### config.mk
export PLATFORM = sky130hd
export DESIGN_NAME = multi_voice_player
export DESIGN_NICKNAME = d
export VERILOG_FILES = /design/src/rtl/multi_voice_player.sv
export SDC_FILE = /design/constraint.sdc
export NUM_CORES = 1
export LEC_CHECK = 0
export CORE_MARGIN = 1
export CORE_UTILIZATION = 55
export DETAILED_ROUTE_END_ITERATION = 10
export HOLD_SLACK_MARGIN = 0.08
export PLACE_DENSITY_LB_ADDON = 0.25
export SLEW_MARGIN = 20
export SYNTH_ARGS = -nofsm -noshare
export SYNTH_HDL_FRONTEND = slang
export SYNTH_SLANG_ARGS = --single-unit
### constraint.sdc
create_clock -name mclk -period 3.4 [get_ports mclk]
set_clock_uncertainty 0.15 [all_clocks]
set_input_delay 0.51 -clock mclk [delete_from_list [all_inputs] [get_ports mclk]]
set_output_delay 0.51 -clock mclk [all_outputs]
set_load 0.01 [all_outputs]
### src/rtl/multi_voice_player.sv
// Multi-voice fractional-rate clip index generator with a valid/ready command port.
// Define PLAYER_DONE_IRQ_EN to enable the sticky one-shot done interrupt.
module multi_voice_player #(
    parameter int unsigned CLIP_LEN      = 8,
    parameter int unsigned FREQ_RES_BITS = 16,
    parameter int unsigned FRAC_BITS     = 8,
    parameter int unsigned NUM_VOICES    = 4,
    parameter int unsigned FREQ_PRESCALE = 256,
    localparam int unsigned IDX_W        = $clog2(CLIP_LEN),
    localparam int unsigned VW           = (NUM_VOICES > 1) ? $clog2(NUM_VOICES) : 1
) (
    input  logic                        mclk,
    input  logic                        rst_n,
    input  logic                        cmd_valid,
    output logic                        cmd_ready,
    input  logic [1:0]                  cmd_op,
    input  logic [VW-1:0]               cmd_voice,
    input  logic [FREQ_RES_BITS-1:0]    cmd_step,
    input  logic                        cmd_loop,
    output logic                        sample_valid,
    output logic [NUM_VOICES*IDX_W-1:0] voice_index,
    output logic [NUM_VOICES-1:0]       voice_active,
    output logic [NUM_VOICES-1:0]       voice_done,
    output logic                        irq
);

    localparam int unsigned PW  = IDX_W + FRAC_BITS;
    localparam int unsigned SW  = PW + 1;
    localparam int unsigned CW  = (FREQ_RES_BITS > SW) ? FREQ_RES_BITS : SW;
    localparam int unsigned PCW = $clog2(FREQ_PRESCALE);

    localparam logic [SW-1:0]  LIM      = SW'(CLIP_LEN) << FRAC_BITS;
    localparam logic [CW-1:0]  STEP_MAX = CW'(LIM) - CW'(1);
    localparam logic [PCW-1:0] PC_LAST  = PCW'(FREQ_PRESCALE - 1);

    typedef enum logic [1:0] {OpSetStep, OpStart, OpStop, OpClearIrq} cmd_op_e;

    logic [PCW-1:0]                 pc_q, pc_d;
    logic                           ready_q, ready_d;
    logic                           sv_q, sv_d;
    logic                           irq_q, irq_d;
    logic [NUM_VOICES-1:0]          done_q, done_d;
    logic [NUM_VOICES-1:0]          loop_q, loop_d;
    logic [NUM_VOICES-1:0]          active_q, active_d;
    logic [NUM_VOICES-1:0][PW-1:0]  phase_q, phase_d;
    logic [NUM_VOICES-1:0][PW-1:0]  step_q, step_d;
    logic [NUM_VOICES-1:0][SW-1:0]  sum;
    logic                           tick;
    logic                           cmd_fire;
    logic [CW-1:0]                  cmd_step_ext;
    logic [PW-1:0]                  step_new;

    always_comb begin
        tick         = (pc_q == PC_LAST);
        pc_d         = tick ? '0 : pc_q + 1'b1;
        ready_d      = (pc_d != PC_LAST);
        sv_d         = tick;
        cmd_fire     = cmd_valid && ready_q;
        cmd_step_ext = CW'(cmd_step);
        step_new     = (cmd_step_ext > STEP_MAX) ? STEP_MAX[PW-1:0] : cmd_step_ext[PW-1:0];

        phase_d  = phase_q;
        step_d   = step_q;
        loop_d   = loop_q;
        active_d = active_q;
        done_d   = '0;
        sum      = '0;

        // Ticks and accepted commands never share a cycle, so their order here is irrelevant.
        for (int v = 0; v < NUM_VOICES; v++) begin
            sum[v] = {1'b0, phase_q[v]} + {1'b0, step_q[v]};
            if (tick && active_q[v]) begin
                if (sum[v] < LIM) begin
                    phase_d[v] = sum[v][PW-1:0];
                end else if (loop_q[v]) begin
                    phase_d[v] = PW'(sum[v] - LIM);
                end else begin
                    phase_d[v]  = '0;
                    active_d[v] = 1'b0;
                    done_d[v]   = 1'b1;
                end
            end
            if (cmd_fire && (cmd_voice == VW'(v))) begin
                case (cmd_op_e'(cmd_op))
                    OpSetStep: begin
                        step_d[v] = step_new;
                        loop_d[v] = cmd_loop;
                    end
                    OpStart: begin
                        phase_d[v]  = '0;
                        active_d[v] = 1'b1;
                    end
                    OpStop: begin
                        phase_d[v]  = '0;
                        active_d[v] = 1'b0;
                    end
                    OpClearIrq: ;
                endcase
            end
        end

`ifdef PLAYER_DONE_IRQ_EN
        // A done in the same cycle as a clear keeps the interrupt set.
        irq_d = (|done_d) | (irq_q & ~(cmd_fire && (cmd_op_e'(cmd_op) == OpClearIrq)));
`else
        irq_d = 1'b0;
`endif
    end

    always_ff @(posedge mclk or negedge rst_n) begin
        if (!rst_n) begin
            pc_q     <= '0;
            ready_q  <= 1'b0;
            sv_q     <= 1'b0;
            irq_q    <= 1'b0;
            done_q   <= '0;
            loop_q   <= '0;
            active_q <= '0;
            phase_q  <= '0;
            step_q   <= '0;
        end else begin
            pc_q     <= pc_d;
            ready_q  <= ready_d;
            sv_q     <= sv_d;
            irq_q    <= irq_d;
            done_q   <= done_d;
            loop_q   <= loop_d;
            active_q <= active_d;
            phase_q  <= phase_d;
            step_q   <= step_d;
        end
    end

    always_comb begin
        voice_index = '0;
        for (int v = 0; v < NUM_VOICES; v++) begin
            voice_index[v*IDX_W +: IDX_W] = phase_q[v][PW-1:FRAC_BITS];
        end
    end

    assign cmd_ready    = ready_q;
    assign sample_valid = sv_q;
    assign voice_active = active_q;
    assign voice_done   = done_q;
    assign irq          = irq_q;

endmodule

* Word-level counts from Yosys, hierarchy flattened
Cells that the tools add are included.
Operators by class: multipliers 0, $add $sub $neg 9, equality and inequality tests 7, shift operators 0, multiplexer cells 54, reductions and logical operators 16, div/mod/pow operators 0, bitwise logic cells 0, order comparisons 5
Operators with widths (number):
- 11-bit two-way mux | 21
- 11-bit by 11-bit adder with 12-bit output | 4
- 12-bit less-than comparator, second input constant | 4
- 11-bit by 1-bit subtractor with 11-bit output, second input constant | 4
- 1-bit two-way mux | 28
- 16-bit by 11-bit > comparator with 1-bit output, second input constant | 1
- 1-bit logical AND | 9
- 8-bit by 1-bit adder with 8-bit output, second input constant | 1
- 8-bit == test, second input constant | 1
- 8-bit two-way mux | 1
- 8-bit != test, second input constant | 1
- 1-bit case mux with 2 select lines | 4
- 2-bit AND reduction | 4
- 2-bit == test, second input constant | 3
- 2-bit by 1-bit == test with 1-bit output, second input constant | 2
- 2-bit zero test | 2
- 2-bit OR reduction | 1
Word-level totals: bits in latches 0, RAM bits 0, bits in read-only memories 0, register bits 110, memories kept 0, logic and storage cells 108, bits of input ports 24

* Logic depth before layout (Yosys ltp)
Gate-level depths: netlist (run 1).
depth in word-level cells 7, mapped depth 9

* Least setup slack after synthesis (run 1)
Ideal clock, no wire load.
path kind reg-to-reg, start register phase_q[11] (netlist bit), end register phase_q (netlist bit voice_index[5]), period minus slack after synthesis 2.338 ns, slack 1.062 ns, stages on the path, launching flop included 9, data arrival time 2.061 ns, cell sequence dfrtp_1 -> ha_1 -> fa_1 -> a211oi_1 -> o211ai_1 -> a31o_2 -> a21oi_1 -> xor2_1 -> o21ai_0
RTL lines:
- from (decl) | RTL line 45 | logic [NUM_VOICES-1:0][PW-1:0] phase_q, phase_d;
- from (signal assigned) | RTL line 129 | phase_q <= phase_d;

==> results_dict.tcl, run 1 <==
set metrics [dict create \
    outcome "completed" \
    gp_congestion 0.896 \
    h-tree-depth 3 \
    clkTransAtPathRegs_ps 80 \
    r2r_setup_slack_ps 830 \
    synth_cells 679 \
    cts_buffer_depth 2 \
    grt.overflow.total 0 \
    layout_common_cells "dfrtp_1, a21oi_1, nor2_1" \
    worstSetupEndpointType "register" \
    final_max_slew_viol_count 0 \
    core-area_um2 11000 \
    clockPowerShare_pct 29.3 \
    numPortBuffers 45 \
    synthSimpleGateAreaFrac_pct 17.0 \
    p_switching_w 0.00118 \
    placed_area_um2 6750 \
    grt_pass1_vias 4924 \
    ys.warnings.count 0 \
    p_total_w 0.00359 \
    cts_resized 0 \
    die_area_um2 11900 \
    drive_gt1_share_pct 6.76 \
    design_area_um2 7060 \
    path_max_fanout 3 \
    synth_flop_cell "dfrtp_1" \
    synth_compound_area_share_pct 18.4 \
    cts_setup_buffers 0 \
    die_h_um 109 \
    synth_top_family_by_area "compound AO/OA/AOI/OAI gates" \
    crit_buf_inv 0 \
    yosys.cell_types.count 40 \
    power.density_nw_per_um2 509 \
    post_drt_wl_per_cell_um 17.1 \
    dp.cells 834 \
    irDropWorstVdd_v 0.000259 \
    synth_nets 755 \
    maxSlewHeadroom_pct 49.5 \
    synth_xor_area_share_pct 5.72 \
    syn_area_um2 6280 \
    final_common_cell "dfrtp_1" \
    fin_crit_sh_pct 75.7 \
    ant_nets 0 \
    fmax_mhz 388 \
    async_flop_share_pct 100 \
    viasPerCell 5.90 \
    synthToLayoutAreaGrowth_pct 12.4 \
    drt-total-wl_um 14500 \
    antenna_found_initial 0 \
    die_width_um 109 \
    period_minus_slack_ps 2570 \
    startpoint_type "register" \
    dp_hpwl_um 10500 \
    p_sw_share_pct 32.9 \
    muxShareOfSynthArea_pct 0.538 \
    p_leak_nw 3.01 \
    grt_pass1_wl_um 24000 \
    diodes 0 \
    r2r_start "step_q[0]$_DFFE_PN0P_" \
    avgSynthCellArea_um2 9.25 \
    drv_cap 0 \
    final.setup.tns_ps 0 \
    dr.pass1.iters 5 \
    critPathTopFamily "compound AO/OA/AOI/OAI gates" \
    r2r_cells 8 \
    layout.cells.non_filler 850 \
    max_stage_delay_ps 440 \
    synth_seq_cells 110 \
    clock_tree.root_cell "clkbuf_16" \
    vias 5019 \
    cts_hold_buf 0 \
    first_iter_violations 362 \
    setup_viol 0 \
    clock_sinks 110 \
    ios 47 \
    cts_buffers 9 \
    crit_chain "ha_1, fa_1, a211oi_1, o211ai_1, a31o_2, a21oi_1, xor2_1, o21ai_0" \
    crit_required_ps 3490 \
    start_util_pct 57.2 \
    yosys.area_share.adder_pct 10.8 \
    tightest_slew_ps 758 \
    synth_edf_count 0 \
    hold_violations 0 \
    drc 0 \
    arrival_ps 2660 \
    tritoncts "done" \
    critPathKind "reg -> reg" \
    clock_latency_ps 360 \
    grt_max_degree 57 \
    rsz0062_at_grt "false" \
    critical_path.slowest_cell "fa_1" \
    ys_seq_area_share_pct 43.8 \
    rows 38 \
    gr-usage-all-layers_pct 26.5 \
    seqPwrFrac_pct 44.1 \
    fin_nets 781 \
    pwr-share-comb_pct 26.6 \
    hold_class "in -> async" \
    internal_power_w 0.00241 \
    r2r-end "voice_index[2]$_DFF_PN0_" \
]
[cell usage after synthesis, types with 8 or more instances]
| cell | instances | area, um^2 |
|---|---|---|
| a31o_2 | 8 | 70.1 |
| xor2_1 | 23 | 201 |
| nand3_1 | 50 | 250 |
| dfrtp_1 | 110 | 2750 |
| nand2_1 | 56 | 210 |
| clkbuf_1 | 16 | 60.1 |
| o211ai_1 | 14 | 105 |
| nor2_1 | 88 | 330 |
| o21ai_0 | 39 | 195 |
| buf_4 | 15 | 113 |
| a21o_1 | 11 | 82.6 |
| a211oi_1 | 11 | 82.6 |
| xnor2_1 | 18 | 158 |
| a21oi_1 | 104 | 521 |
| ha_1 | 48 | 601 |
[logic make-up (layout without fill, tap and decap cells)]
kind of cell / Yosys count / after routing
AND/OR/NAND/NOR: 232 / 232
AO/OA/AOI/OAI: 198 / 198
flip-flops: 110 / 110
adder cells (fa/ha/maj): 52 / 52
buffers and inverters: 42 / 73
XOR/XNOR: 41 / 41
multiplexers: 3 / 3
other: 1 / 1
[sequential cells by signal, indices dropped and copies added (netlist names)]
name / flops
step_q: 44
phase_q: 32
voice_index: 12
pc_q: 8
loop_q: 4
voice_active: 4
voice_done: 4
cmd_ready: 1
sample_valid: 1
[final cells by class]
class,instances,area (um^2)
clock buffers,9,225
inverters,7,27.5
well taps,140,175
multi-input cells,527,3300
repair buffers,50,498
flip-flops and latches,110,2750
fillers,880,3920
clock inverters,7,82.6
[worst max path at each step]
stage,start,to,slack (ps),cells past startpoint
global placement,step_q[11]$_DFFE_PN0P_,voice_index[5]$_DFF_PN0_,870,8
finish,step_q[0]$_DFFE_PN0P_,voice_index[2]$_DFF_PN0_,830,8
detailed placement,cmd_op[0],voice_active[0]$_DFF_PN0_,830,6
CTS,step_q[11]$_DFFE_PN0P_,voice_index[5]$_DFF_PN0_,830,8
floorplan,phase_q[11]$_DFF_PN0_,voice_index[5]$_DFF_PN0_,1060,8
global route,step_q[11]$_DFFE_PN0P_,voice_index[5]$_DFF_PN0_,680,8
[stage by stage]
step | worst slack [ps] | util, % | hold WS, ps
after CTS | 834 | 64.3 | 93.5
after detailed placement | 834 | 61.5 | 356
after global routing | 680 | 64.3 | 133
final | 825 | 64.3 | 56.5
after floorplan | 1060 | - | 64.4
after global placement | 869 | 61.5 | 338
[power groups by stage]
stage / clock, W / combinational (W) / sequential (W)
after floorplan: 0 / 0.000718 / 0.00156
after global placement: 0 / 0.000906 / 0.00160
after detailed placement: 0 / 0.000935 / 0.00160
after CTS: 0.00107 / 0.000948 / 0.00158
after global routing: 0.00113 / 0.00107 / 0.00160
final: 0.00105 / 0.000954 / 0.00158
[metal layers]
metal	global-route usage, %	wire length, um	vias up
met4	7.72	196	0
met5	0	0	-
li1	-	-	2436
met1	37.1	6770	2439
met2	42.3	6830	127
met3	4.60	751	17
[worst reg2reg max path: cells and delay by family, from the launching register on]
family / cells / cell delay [ps]
AOI/OAI and AO/OA: 5 / 1050
xor gates and xnor gates: 1 / 160
adders and majority gates: 2 / 670
DFF: 1 / 420
(Power assumes the default switching activity.)
==> run 2, diff against run 1 <==
Clock period 3.4 ns to 2.4 ns, I/O delays scaled along.
==> run 2 against run 1 <==
Against the previous run:
- sequential share of layout area fell by 2.0 points
- count of clock-buffer cells in the layout rose by 1
- fmax rose by 9.8%
- final cell count rose by 4.2%
- first-iteration DRC count rose by 9.4%
- clock power rose by 48%
- worst hold slack improved by 310 ps
- global-route usage rose by 1.8 points
- sequential power rose by 42%
- utilization rose by 3.6 points
- total power rose by 48%
==> results_dict.tcl, run 2 (synthesized netlist as in run 1, its figures left out) <==
set metrics [dict create \
    setup_viol 0 \
    cts_buffers 9 \
    path_max_fanout 3 \
    crit_end "voice_index[2]$_DFF_PN0_" \
    irDropWorstVdd_v 0.000617 \
    startpoint_type "register" \
    internal_power_w 0.00359 \
    die_h_um 109 \
    period_minus_slack_ps 2340 \
    clkTransAtPathRegs_ps 80 \
    crit_start "step_q[0]$_DFFE_PN0P_" \
    final.setup.tns_ps 0 \
    fmax_mhz 427 \
    die_width_um 109 \
    final_common_cell "dfrtp_1" \
    fin_nets 817 \
    grt.overflow.total 0 \
    synthToLayoutAreaGrowth_pct 18.6 \
    rows 38 \
    dr.pass1.iters 5 \
    worstSetupEndpointType "register" \
    numPortBuffers 45 \
    p_leak_nw 3.22 \
    antenna_found_initial 0 \
    gr-usage-all-layers_pct 28.3 \
    critical_path.slowest_cell "fa_2" \
    h-tree-depth 3 \
    gp_congestion 0.891 \
    die_area_um2 11900 \
    clock_latency_ps 360 \
    diodes 0 \
    drive_gt1_share_pct 13.8 \
    layout_common_cells "dfrtp_1, a21oi_1, nor2_1" \
    drt-total-wl_um 15900 \
    hold_class "reg -> reg" \
    maxSlewHeadroom_pct 61.0 \
    hold_violations 0 \
    fin_crit_sh_pct 97.7 \
    tightest_slew_ps 583 \
    r2r_start "step_q[0]$_DFFE_PN0P_" \
    tritoncts "done" \
    grt_pass1_vias 5281 \
    r2r_cells 8 \
    clockPowerShare_pct 29.2 \
    vias 5215 \
    ios 47 \
    ant_nets 0 \
    grt_pass1_wl_um 25500 \
    grt_max_degree 41 \
    drv_cap 0 \
    p_switching_w 0.00171 \
    seqPwrFrac_pct 42.3 \
    first_iter_violations 396 \
    pwr-share-comb_pct 28.5 \
    dp.cells 865 \
    drc 0 \
    viasPerCell 5.89 \
    post_drt_wl_per_cell_um 18.0 \
    clock_tree.root_cell "clkbuf_16" \
    crit_required_ps 2490 \
    arrival_ps 2440 \
    r2r-end "voice_index[2]$_DFF_PN0_" \
    p_sw_share_pct 32.3 \
    critPathKind "reg -> reg" \
    regMostFlops "step_q" \
    max_stage_delay_ps 400 \
    r2r_setup_slack_ps 60 \
    dp_hpwl_um 11200 \
    largest_reg_flops 44 \
    clock_sinks 110 \
    crit_chain "ha_2, fa_2, a211oi_4, o211ai_1, a31o_2, a21oi_2, xor2_1, o21ai_0" \
    power.density_nw_per_um2 712 \
    layout.cells.non_filler 886 \
    start_util_pct 57.2 \
    core-area_um2 11000 \
    cts_buffer_depth 2 \
    outcome "completed" \
    final_max_slew_viol_count 0 \
]
-- run 2: cell count changes in the layout (fill, tap and decap cells not counted), sizes merged --
| cell | previous run | this run |
|---|---|---|
| clkinvlp | 3 | 0 |
| dlygate4sd3 | 0 | 1 |
| clkbuf | 9 | 10 |
| bufinv | 0 | 1 |
| clkinv | 4 | 2 |
| inv | 7 | 10 |
| buf | 6 | 41 |
-- run 2: worst max-delay path, delay by kind of cell, from the launching register on --
| kind | cells | cell delay (ps) |
|---|---|---|
| AO/OA/AOI/OAI | 5 | 920 |
| flip-flops | 1 | 390 |
| adder cells (fa/ha/maj) | 2 | 620 |
| XOR/XNOR | 1 | 160 |
-- run 2: worst min-delay path by stage --
stage                            startpoint                     to  slack [ps]  cells past startpoint
final                     pc_q[0]$_DFF_PN0_      pc_q[0]$_DFF_PN0_         370                      1
after global placement                rst_n  step_q[1]$_DFFE_PN0P_         220                      1
after CTS                 pc_q[0]$_DFF_PN0_      pc_q[0]$_DFF_PN0_         370                      1
after floorplan                       rst_n    cmd_ready$_DFF_PN0_         -90                      0
after global routing      pc_q[0]$_DFF_PN0_      pc_q[0]$_DFF_PN0_         390                      1
after detailed placement              rst_n  step_q[1]$_DFFE_PN0P_         230                      1
-- run 2: final cells by class --
cell class / instances / area, um^2
Sequential cell: 110 / 2750
Clock inverter: 6 / 73.8
Fill cell: 847 / 3530
Clock buffer: 10 / 229
Multi-Input combinational cell: 527 / 3410
Tap cell: 140 / 175
Timing Repair Buffer: 86 / 787
Inverter: 7 / 27.5
-- run 2: stage by stage --
| step | total power, W | setup slack [ps] | util (%) | hold WS, ps | instance area, um^2 |
|---|---|---|---|---|---|
| 5_1_grt | 0.00557 | -29.6 | 67.8 | 391 | 7450 |
| 3_3_place_gp | 0.00357 | 1.32 | 63.7 | 224 | 7000 |
| 4_1_cts | 0.00522 | 7.84 | 66.8 | 370 | 7340 |
| 3_5_place_dp | 0.00364 | -144 | 63.7 | 230 | 7000 |
| 6_report | 0.00530 | 56.1 | 67.8 | 368 | 7450 |
| 2_1_floorplan | 0.00323 | 62.2 | - | -85.6 | 6280 |
-- run 2: power by group through the flow --
stage	sequential, W	combinational, W	clock [W]
4_1_cts	0.00223	0.00142	0.00158
3_5_place_dp	0.00226	0.00137	0
6_report	0.00224	0.00151	0.00155
3_3_place_gp	0.00225	0.00132	0
5_1_grt	0.00226	0.00166	0.00165
2_1_floorplan	0.00221	0.00102	0
-- run 2: per-layer routing --
metal | global-route usage (%) | share of wire [%] | vias to the layer above
met5 | 0 | 0 | -
met4 | 9.17 | 1.8 | 0
met3 | 6.40 | 5.3 | 20
met2 | 46.3 | 48 | 155
met1 | 37.1 | 45 | 2542
li1 | - | - | 2498
-- run 2: what timing repair did --
action	CTS	global route
endpoints found under the setup margin	4	21
gates resized for setup	5	21
hold buffers	1	0
cloned	0	0
buffers inserted	1	3
pin swaps	2	14
endpoints found under the hold margin	38	0
==> run 3, diff against run 2 <==
Settings changed: SLEW_MARGIN 20 to not set.
==> results of run 3 <==
The final DEF is identical to that of run 2; final timing and power are the same.
==> patch 1: new RTL, config.mk and constraints of run 2 <==
`NUM_VOICES`: 4 -> 8.
--- a/src/rtl/multi_voice_player.sv
+++ b/src/rtl/multi_voice_player.sv
@@ -5,5 +5,5 @@
     parameter int unsigned FREQ_RES_BITS = 16,
     parameter int unsigned FRAC_BITS     = 8,
-    parameter int unsigned NUM_VOICES    = 4,
+    parameter int unsigned NUM_VOICES    = 8,
     parameter int unsigned FREQ_PRESCALE = 256,
     localparam int unsigned IDX_W        = $clog2(CLIP_LEN),
Ports: changed (resized cmd_voice, voice_active, voice_done and voice_index); port bits go from 47 to 68. No check against the original RTL was run, so the function may have changed too.
==> patch 1 against run 2 <==
- sequential share of layout area is 0.62 points lower
- worst setup slack worse by 0.019 ns
- largest cell class unchanged
- die area is 90% higher
- total power is 150% higher
- critical path type unchanged
- sequential power is 110% higher
- sequential cell count is 100 higher
- first-iteration DRC count is 32% higher
- via count is 89% higher
- final area is 94% higher
- wire length is 91% higher
- critical path depth is 1 higher
- area after synthesis is 92% higher
- highest routed layer unchanged
==> patch 1: results (changes against run 2) <==
Run status
  • Status: completed (unchanged)

Route
  • DR vias: 9879 (was 5215)
  • Drt pass-1 iters: 5 (unchanged)
  • Final WL: 30400 um (was 15900 um)
  • First-iteration detailed-routing DRC count: 522 (was 396)

CTS
  • Worst skew pair latency: 0.52 ns (was 0.36 ns)
  • # H-tree levels: 1 (was 3)
  • Clk root buf: clkbuf_16 (unchanged)
  • Max clock buf depth: 3 (was 2)
  • Clock transition at path regs: 0.07 ns
  • TritonCTS Buffers: 23 (was 9)

Power
  • Sw Share: 33.4% (was 32.3%)
  • Pleak: 6.63 nW (was 3.22 nW)
  • Max rail drop VDD: 0.744 mV (was 0.617 mV)

Yosys
  • Yosys cell types: 72 (was 40)
  • Synth Warn #: 0 (unchanged)
  • Syn Nets: 1413 (was 755)
  • Synth area leaders: dfrtp_1 (44%), ha_1 (9.5%), a21oi_1 (7.8%) (was dfrtp_1 (44%), ha_1 (9.6%), a21oi_1 (8.3%))
  • Post-synthesis sequential area ratio: 43.6% (was 43.8%)
  • Ys flop type: dfrtp_1 (unchanged)
  • Post-synth top cells: dfrtp_1 (210), a21oi_1 (188), nor2_1 (169) (was dfrtp_1 (110), a21oi_1 (104), nor2_1 (88))
  • Post-synthesis async set-or-reset flop share: 100% (unchanged)

Placed design
  • DP Area: 13400 um2 (was 7000 um2)
  • Placer Congestion: 0.912 (was 0.891)
  • I/O Buffers: 66 (was 45)
  • Detail Placement HPWL: 21200 um (was 11200 um)

Global routing
  • Initial antenna violation count: 0 (unchanged)
  • Largest net degree at the start of global routing: 65 (was 41)
  • Overall routing resource usage: 27.6% (was 28.3%)
  • Vias in the first global route: 9646 (was 5281)
  • Global routing usage on met2: 47.6% (was 46.3%)
  • Total congestion overflow: 0 (unchanged)
  • Global-route wire length before repair: 48600 um (was 25500 um)
  • Met1 layer usage reported by global route: 35.4% (was 37.1%)
  • Met3 usage: 4.02% (was 6.40%)

Hold path
  • Hold Crit Class: in -> async (was reg -> reg)

Layout
  • Number of flip-flops in the largest register: 88 (was 44)
  • Fillers: 1718 (was 847)
  • Post-layout net count: 1524 (was 817)
  • Most flops, register: step_q (unchanged)
  • Share of layout cells above drive strength 1: 13.9% (was 13.8%)
  • Diode count: 0 (unchanged)

STA
  • Final hold violations: 0 (unchanged)
  • Max_slew headroom: 58.0% (was 61.0%)

Critical path
  • Worst path arrival time: 2.61 ns (was 2.44 ns)
  • CP max FO: 2 (was 3)
patch 1: power groups by stage:
stage	registers, W	clock network (W)	logic, W
floorplan	0.00457	0	0.00317
global placement	0.00470	0	0.00398
detailed placement	0.00472	0	0.00409
CTS	0.00467	0.00407	0.00418
global route	0.00474	0.00422	0.00490
finish	0.00468	0.00399	0.00437
patch 1: timing repair:
| action | CTS | global route |
|---|---|---|
| resized for setup | 10 | 30 |
| hold buffers | 1 | 0 |
| pin swaps | 3 | 12 |
| cloned | 0 | 1 |
| setup buffers | 0 | 4 |
| hold endpoints to repair | 98 | 0 |
| setup endpoints to repair | 10 | 42 |
patch 1: per-stage QoR:
| stage | cells | utilization (%) | worst slack, ns | TNS (ns) | hold WS [ns] |
|---|---|---|---|---|---|
| final | 1691 | 68.0 | 0.0372 | 0 | 0.250 |
| after global placement | 1643 | 62.8 | -0.0628 | -0.280 | 0.206 |
| after CTS | 1686 | 67.2 | -0.0113 | -0.0113 | 0.263 |
| after floorplan | 1288 | - | 0.0314 | 0 | -0.0856 |
| after global routing | 1691 | 68.0 | -0.0326 | -0.106 | 0.293 |
| after detailed placement | 1643 | 62.8 | -0.103 | -0.591 | 0.211 |
patch 1: worst max-delay path, cell delays in order, from the launching register on:
cell and delay [ns]:
dfrtp_1 0.39, ha_2 0.20, fa_2 0.35, a21oi_2 0.15, o211ai_1 0.15, o41ai_2 0.32, buf_4 0.17, o21ai_2 0.05
xor2_1 0.14, a22o_1 0.17
patch 1: path summary, 6_finish.rpt:
kind	startpoint	slack [ns]	cells past startpoint	to
hold / removal	rst_n	0.25	2	phase_q[45]
min in group mclk	pc_q[0]	0.36	1	pc_q[0]
max in group asynchronous	rst_n	1.13	3	step_q[59]
setup reg to reg	phase_q[0]	0.04	9	voice_index[2]
setup / recovery	phase_q[0]	0.04	9	voice_index[2]
hold reg to reg	pc_q[0]	0.36	1	pc_q[0]
patch 1: cell families after synthesis:
group                      synth area share (%)
and+or+nand+nor                            16.7
xor gates and xnor gates                   4.58
buffers and inverters                      3.98
DFF                                        43.6
muxes                                     0.830
adders and majority gates                  10.9
other                                    0.0311
AOI/OAI and AO/OA                          19.4
patch 1: metal layers:
layer	vias to the layer above	part of all wire, %
met5	-	0
met3	67	4.6
met1	4758	43
met2	214	49
met4	0	3.3
li1	4840	-
patch 1: layout make-up:
class,count,share of cell area [%]
well taps,275,2.38
clock buffers,23,3.98
clock inverters,19,1.95
repair buffers,161,9.90
multi-input cells,988,45.1
flip-flops and latches,210,36.3
inverters,15,0.398
==> patch 2: new RTL, config.mk and constraints of run 2 <==
Made on the original files. `pc_q` no longer has a reset.
--- a/src/rtl/multi_voice_player.sv
+++ b/src/rtl/multi_voice_player.sv
@@ -110,5 +110,4 @@
     always_ff @(posedge mclk or negedge rst_n) begin
         if (!rst_n) begin
-            pc_q     <= '0;
             ready_q  <= 1'b0;
             sv_q     <= 1'b0;
@@ -120,5 +119,4 @@
             step_q   <= '0;
         end else begin
-            pc_q     <= pc_d;
             ready_q  <= ready_d;
             sv_q     <= sv_d;
@@ -130,4 +128,8 @@
             step_q   <= step_d;
         end
+    end
+
+    always_ff @(posedge mclk) begin
+        pc_q <= pc_d;
     end
 
Behaviour: same outputs for any inputs over 10 cycles, from zero or initial values and one cycle with rst_n low; that may be too few to reach the edited logic, so the function may still have changed.
==> patch 2 against run 2 <==
- die area decreased by 0.62%
- wire length decreased by 6.2%
- sequential cell count unchanged
- largest cell class unchanged
- worst setup slack improved by 0.021 ns
- maximum frequency increased by 0.91%
- area after synthesis decreased by 0.64%
- final area decreased by 2.0%
- via count decreased by 0.90%
Power is not compared: it rests on default switching activity, and its combinational part moved more than twofold at a synthesized area within 25%.
==> patch 2: results (changes against run 2) <==
Run status
  • Status: completed (unchanged)

Yosys
  • Synth area leaders: dfrtp_1 (41%), ha_1 (9.6%), a21oi_1 (8.3%) (was dfrtp_1 (44%), ha_1 (9.6%), a21oi_1 (8.3%))
  • Post-synthesis async set-or-reset flop share: 92.7% (was 100%)
  • Post-synthesis sequential area ratio: 43.5% (was 43.8%)
  • Post-synth top cells: a21oi_1 (104), dfrtp_1 (102), nor2_1 (88) (was dfrtp_1 (110), a21oi_1 (104), nor2_1 (88))
  • Xor-xnor portion of the synthesized cell area: 5.75% (was 5.72%)
  • Complex-gate fraction of the synthesized area: 18.5% (was 18.4%)
  • Multiplexer share of the synthesized area: 0.541% (was 0.538%)
  • Adder-cell share of the synthesized area: 10.9% (was 10.8%)

Placed design
  • Dpl cells: 858 (was 865)
  • Worst slack, placed: -0.0496 ns (was -0.144 ns)
  • Placer Congestion: 0.945 (was 0.891)
  • I/O Buffers: 45 (unchanged)

CTS
  • Post-CTS Setup Repair Bufs: 0 (was 1)
  • Clock transition at path regs: 0.08 ns (about the same)
  • Max clock buf depth: 2 (unchanged)

Route
  • Final WL: 14900 um (was 15900 um)
  • First-iteration detailed-routing DRC count: 319 (was 396)
  • Vias per cell: 5.89 (about the same)

Critical path
  • Slowest-stage cell, CP: dfrtp_1 (was fa_2)
  • Worst path arrival time: 2.41 ns (was 2.44 ns)

Global routing
  • Overall routing resource usage: 26.9% (was 28.3%)
  • Largest net degree at the start of global routing: 40 (was 41)
  • Vias in the first global route: 5109 (was 5281)
  • Initial antenna violation count: 0 (unchanged)

STA
  • Max_slew headroom: 64.3% (was 61.0%)

Layout
  • Post-layout net count: 809 (was 817)
  • Fin cells: 878 (was 886)
  • Share of layout cells above drive strength 1: 12.1% (was 13.8%)
-- patch 2: changes by cell type after synthesis --
cell,delta
dfrtp_1,-8
dfxtp_1,+8
-- patch 2: cell type report --
type,count,area (um2)
fill,878,3630
sequential,110,2710
inverter,7,27.5
tap,140,175
clock inverter,6,68.8
clock buffer,10,229
timing repair buffer,78,711
multi-input combinational,527,3380
-- patch 2: where the power goes --
part | internal, W | switching (W) | total, W | leakage, nW
logic | 0.0000442 | 0.0000593 | 0.000104 | 1.83
clock network | 0.000818 | 0.000701 | 0.00152 | 0.143
registers | 0.00185 | 0 | 0.00185 | 1.30
total | 0.00271 | 0.000760 | 0.00347 | 3.27
-- patch 2: per-stage QoR --
step                      cell area, um2  hold slack, ns  total power (W)  TNS [ns]
after floorplan                     6240         -0.0856          0.00190         0
after global placement              6890           0.221          0.00199         0
after detailed placement            6890           0.226          0.00199    -0.151
after CTS                           7220           0.352          0.00349         0
after global routing                7300           0.372          0.00359   -0.0108
final                               7300           0.345          0.00347         0
-- patch 2: per-layer routing --
metal	global-route usage, %	up-vias	wire [um]
li1	-	2496	-
met1	34.8	2511	6550
met2	46.4	131	7470
met3	3.56	30	573
met4	9.27	0	344
met5	0	-	0
-- patch 2: path summary, 6_finish.rpt --
| kind | start | endpoint | slack, ns | depth (start not counted) |
|---|---|---|---|---|
| setup / recovery | phase_q[11] | voice_index[5] | 0.08 | 8 |
| hold / removal | pc_q[0] | pc_q[0] | 0.34 | 1 |
| setup reg to reg | phase_q[11] | voice_index[5] | 0.08 | 8 |
| hold reg to reg | pc_q[0] | pc_q[0] | 0.34 | 1 |
| max in group asynchronous | rst_n | phase_q[15] | 1.09 | 3 |
| min in group asynchronous | rst_n | phase_q[40] | 0.38 | 2 |
